===== src/rtl/mux_arb_pkg.sv =====
// =============================================================================
// Module  : mux_arb_pkg
// Brief   : Shared constants, state type and helpers for the round-robin mux arbiter.
// Revision: 1.0 - initial release
// =============================================================================
`default_nettype none

package mux_arb_pkg;

    localparam int NUM_REQ = 4;
    localparam int SEL_W   = 2;

    typedef enum logic [0:0] {
        EMPTY = 1'b0,
        FULL  = 1'b1
    } arb_state_t;

    function automatic logic [SEL_W-1:0] onehot_to_idx(input logic [NUM_REQ-1:0] oh);
        logic [SEL_W-1:0] idx;
        idx = '0;
        for (int i = 0; i < NUM_REQ; i++) begin
            if (oh[i]) begin
                idx = idx | SEL_W'(i);
            end
        end
        return idx;
    endfunction

endpackage

`default_nettype wire


===== src/rtl/rr_pick.sv =====
// =============================================================================
// Module  : rr_pick
// Brief   : Combinational round-robin picker: first set req bit at or after ptr.
// Revision: 1.0 - initial release
// =============================================================================
`default_nettype none

module rr_pick
    import mux_arb_pkg::*;
(
    input  logic [NUM_REQ-1:0] req,
    input  logic [SEL_W-1:0]   ptr,
    output logic               found,
    output logic [SEL_W-1:0]   idx
);

    logic [SEL_W-1:0] cand;

    // Walk offsets from farthest to nearest so the nearest match overwrites.
    always_comb begin
        found = 1'b0;
        idx   = ptr;
        cand  = ptr;
        for (int k = NUM_REQ - 1; k >= 0; k--) begin
            cand = ptr + SEL_W'(k);
            if (req[cand]) begin
                found = 1'b1;
                idx   = cand;
            end
        end
    end

endmodule

`default_nettype wire


===== src/rtl/mux_rr_arbiter.sv =====
// =============================================================================
// Module  : mux_rr_arbiter
// Brief   : Round-robin arbiter driving a shared 4:1 select with a registered
//           valid/ready output stage. Define ARB_STATS_EN for grant counters.
// Revision: 1.0 - initial release
// =============================================================================
`default_nettype none

module mux_rr_arbiter
    import mux_arb_pkg::*;
#(
    parameter int DATA_W = 1
`ifdef ARB_STATS_EN
    ,
    parameter int CNT_W  = 8
`endif
) (
    input  logic                      clk,
    input  logic                      rst,
    input  logic [NUM_REQ-1:0]        req,
    input  logic [NUM_REQ*DATA_W-1:0] in_data,
    output logic [NUM_REQ-1:0]        ack,
    output logic [NUM_REQ-1:0]        grant,
    output logic [SEL_W-1:0]          sel,
    output logic [DATA_W-1:0]         out_data,
    output logic                      out_valid,
    input  logic                      out_ready
`ifdef ARB_STATS_EN
    ,
    output logic [NUM_REQ*CNT_W-1:0]  grant_cnt
`endif
);

    arb_state_t          state_q, state_d;
    logic [SEL_W-1:0]    ptr_q, ptr_d;
    logic [DATA_W-1:0]   data_q, data_d;
    logic [NUM_REQ-1:0]  grant_q, grant_d;
    logic [SEL_W-1:0]    sel_q, sel_d;
    logic [NUM_REQ-1:0]  ack_q, ack_d;
    logic                w_load;
    logic                w_found;
    logic [SEL_W-1:0]    w_idx;

    rr_pick u_pick (
        .req   (req),
        .ptr   (ptr_q),
        .found (w_found),
        .idx   (w_idx)
    );

    always_ff @(posedge clk) begin
        if (rst) begin
            state_q <= EMPTY;
        end else begin
            state_q <= state_d;
        end
    end

    // A drain and a fresh capture share the same edge for full throughput.
    always_comb begin
        w_load  = (state_q == EMPTY) || (out_valid && out_ready);
        state_d = state_q;
        if (w_load) begin
            state_d = w_found ? FULL : EMPTY;
        end
    end

    always_comb begin
        out_valid = (state_q == FULL);
        out_data  = data_q;
        grant     = grant_q;
        sel       = sel_q;
        ack       = ack_q;
    end

    always_comb begin
        ptr_d   = ptr_q;
        data_d  = data_q;
        grant_d = grant_q;
        sel_d   = sel_q;
        ack_d   = '0;
        if (w_load) begin
            if (w_found) begin
                data_d  = in_data[w_idx*DATA_W +: DATA_W];
                grant_d = NUM_REQ'(1) << w_idx;
                sel_d   = onehot_to_idx(grant_d);
                ack_d   = grant_d;
                ptr_d   = w_idx + SEL_W'(1);
            end else begin
                grant_d = '0;
            end
        end
    end

    always_ff @(posedge clk) begin
        if (rst) begin
            ptr_q   <= '0;
            data_q  <= '0;
            grant_q <= '0;
            sel_q   <= '0;
            ack_q   <= '0;
        end else begin
            ptr_q   <= ptr_d;
            data_q  <= data_d;
            grant_q <= grant_d;
            sel_q   <= sel_d;
            ack_q   <= ack_d;
        end
    end

`ifdef ARB_STATS_EN
    // Counters follow the visible ack pulse and stick at all-ones.
    for (genvar i = 0; i < NUM_REQ; i++) begin : g_cnt
        logic [CNT_W-1:0] cnt_q;
        always_ff @(posedge clk) begin
            if (rst) begin
                cnt_q <= '0;
            end else if (ack_q[i] && (cnt_q != {CNT_W{1'b1}})) begin
                cnt_q <= cnt_q + CNT_W'(1);
            end
        end
        assign grant_cnt[i*CNT_W +: CNT_W] = cnt_q;
    end
`endif

endmodule

`default_nettype wire


===== config.mk =====
export PLATFORM = sky130hd
export DESIGN_NAME = mux_rr_arbiter
export DESIGN_NICKNAME = d
export VERILOG_FILES = /design/src/rtl/mux_arb_pkg.sv /design/src/rtl/rr_pick.sv /design/src/rtl/mux_rr_arbiter.sv
export SDC_FILE = /design/constraint.sdc
export NUM_CORES = 1
export LEC_CHECK = 0
export CORE_MARGIN = 10
export CORE_UTILIZATION = 35
export DETAILED_ROUTE_END_ITERATION = 12
export PLACE_DENSITY = 0.65
export SYNTH_ARGS = -nofsm -noshare
export SYNTH_HDL_FRONTEND = slang
export SYNTH_SLANG_ARGS = --single-unit

===== constraint.sdc =====
create_clock -name clk -period 2.93 [get_ports clk]
set_clock_uncertainty 0.05 [all_clocks]
set_input_delay 0.293 -clock clk [delete_from_list [all_inputs] [get_ports clk]]
set_output_delay 0.293 -clock clk [all_outputs]
set_load 0.02 [all_outputs]

==> impl_metrics.json <==
{
  "ant_nets": 0,
  "vias_per_cell": 4.65,
  "gp_congestion": 0.691,
  "power.density_nw_per_um2": 553,
  "grt_max_degree": 10,
  "antenna_found_initial": 0,
  "track_usage": 0.0736,
  "synth_area_leaders": "dfxtp_1 (44%), ha_1 (7.9%), and2_1 (4.9%)",
  "worstRegToRegCells": 6,
  "cp_max_fo": 6,
  "synthMostInstantiatedCell": "dfxtp_1",
  "cts_max_path_buffers": 2,
  "insertedDiodeCount": 0,
  "ctsResizeCount": 0,
  "r2r_slack_ns": 1.02,
  "drtIter0Drc": 3,
  "rows": 15,
  "synthCells": 65,
  "fp.dieH_um": 62.6,
  "area_growth_syn_to_layout_pct": 46.0,
  "cts_buffers": 3,
  "seq_area_frac_synth": 0.442,
  "finalPower_mw": 0.512,
  "insertion_delay_ns": 0.27,
  "ys_ff_latch": 14,
  "cts_tree": "built",
  "period_share": 0.728,
  "slew-limit-headroom": 0.785,
  "worstSetupPathType": "in -> reg",
  "grt_setup_unrepaired": "no",
  "cap_violations": 0,
  "ys.flop_type": "dfxtp_1",
  "syn_nets": 80,
  "crit_arrival_ns": 2.25,
  "ys_types": 26,
  "worstPathRequired_ns": 3.05,
  "finalMaxSlewViolations": 0,
  "outcome": "completed",
  "synth_top_area_frac": 0.442,
  "drt_pre_antenna_iters": 2,
  "async_flop_share": 0,
  "fmax_ghz": 0.469,
  "combPwrFrac": 0.296,
  "reg2reg_from": "ptr_q[1]$_SDFFE_PP0P_",
  "hold_viol_final": 0,
  "yosys_warnings": 0,
  "cts_root_buf": "clkbuf_4",
  "grt_remaining_overflow": 0,
  "routed_wl_mm": 1.41,
  "hpwl_mm": 1.15,
  "fin_ws_ns": 0.797,
  "end_kind": "flip-flop",
  "clkPwrFrac": 0.264,
  "vias": 539,
  "ctsHoldBuffers": 0,
  "hp-start": "grant[3]$_SDFFE_PP0N_",
  "cts.htree.levels": 1,
  "peakVddDrop_mv": 0.372,
  "netSwitchingFraction": 0.286,
  "p_leak_nw": 0.405,
  "grt_pass1_vias": 534,
  "pin_count": 23,
  "whs_ns": 0.403,
  "switching_power_mw": 0.146,
  "clock-sinks": 14,
  "pre_cts_ws_ns": 0.516,
  "core_area_um2": 1730,
  "avgSynthCellArea_um2": 9.76,
  "synthesis.area_um2": 634,
  "cts_setup_buffers": 0,
  "start_kind": "input port",
  "crit_start": "req[3]",
  "worstReg2RegEnd": "out_data$_SDFFE_PP0P_",
  "tightest_slew_ns": 0.321,
  "start_util": 0.367,
  "setup_viol": 0,
  "crit_end": "out_data$_SDFFE_PP0P_",
  "internal_power_mw": 0.366,
  "min_period_ns": 2.13,
  "drive_gt1_frac": 0.110,
  "die_w_um": 62.6,
  "synth-edff-count": 0,
  "tns_ns": 0,
  "portBuffers": 22,
  "yosysTopAreaCell": "dfxtp_1",
  "grt_pass1_wl_mm": 2.42,
  "seqPwrFrac": 0.440,
  "wl_per_cell_um": 12.1,
  "dieArea_um2": 3920,
  "hold_class": "reg -> reg",
  "nets": 107,
  "path_clk_slew_ns": 0.08,
  "drc": 0,
  "synthTopCellsByCount": "dfxtp_1 (14), nor2_1 (8), and2_1 (5)"
}
## stage by stage
step	instance area, um2	util	instances
2_1_floorplan	634	-	65
3_3_place_gp	890	0.515	112
3_5_place_dp	890	0.515	112
4_1_cts	926	0.536	116
5_1_grt	926	0.536	116
6_report	926	0.536	116
## logic make-up after synthesis
logic type	count (synthesis)	share of synthesized area
AOI/OAI and AO/OA	16	0.203
muxes	3	0.0513
buffers and inverters	5	0.0296
and+or+nand+nor	23	0.195
DFF	14	0.442
adders and majority gates	4	0.0789
## power by group through the flow
stage	Clock (mW)	Combinational [mW]	Sequential, mW
after floorplan	0	0.0667	0.251
after global placement	0	0.153	0.229
after detailed placement	0	0.154	0.230
after CTS	0.143	0.155	0.225
after global routing	0.150	0.169	0.228
final	0.135	0.152	0.225
## sequential cells by signal, indices dropped and copies added (netlist names)
| register | count |
|---|---|
| ack | 4 |
| grant | 4 |
| out_data | 1 |
| out_valid | 1 |
| ptr_q | 2 |
| sel | 2 |
## layout make-up
cell class	count	area, um2
multi-input combinational	46	335
clock buffer	4	36.3
inverter	4	15.0
sequential	14	280
tap	25	31.3
fill	179	801
timing repair buffer	23	228
## how the worst min path moves through the flow
stage | cells after the start | slack, ns | to
floorplan | 2 | 0.43 | out_valid$_SDFFE_PP0N_
global route | 1 | 0.43 | grant[1]$_SDFFE_PP0N_
CTS | 1 | 0.41 | grant[1]$_SDFFE_PP0N_
detailed placement | 1 | 0.39 | grant[1]$_SDFFE_PP0N_
global placement | 1 | 0.38 | grant[3]$_SDFFE_PP0N_
finish | 1 | 0.40 | grant[3]$_SDFFE_PP0N_
## per-layer routing
metal / vias to the layer above / track usage / wire length, um
li1: 276 / - / -
met1: 249 / 0.0787 / 608
met2: 14 / 0.118 / 675
met3: 0 / 0.0484 / 121
met4: 0 / 0.0168 / 0
met5: - / 0 / 0
## cells in the final DEF, fill, tap and decap left out
cell and instances:
mux2_1 2, and3b_1 1, nor2b_1 4, nand2_1 1
inv_2 1, o221a_2 1, a2111oi_2 1, mux2i_1 1
and2_1 5, nor2_2 1, nand2b_1 1, ha_1 4
a211oi_1 3, nor3b_1 1, clkdlybuf4s50_1 22, clkbuf_4 3
buf_4 1, inv_1 3, clkbuf_8 1, dfxtp_1 14
a21boi_2 1, o21ai_0 1, a21o_1 4, nor2_1 8
o21a_1 1, a21oi_1 2, nor3_1 1, a221o_1 1
a31oi_1 1
## critical path, stage by stage
cell and delay (ns):
clkdlybuf4s50_1 0.56, and3b_1 0.21, a2111oi_2 0.32, nor2_2 0.11
inv_2 0.11, mux2_1 0.33, a221o_1 0.32
(Power assumes the default switching activity.)
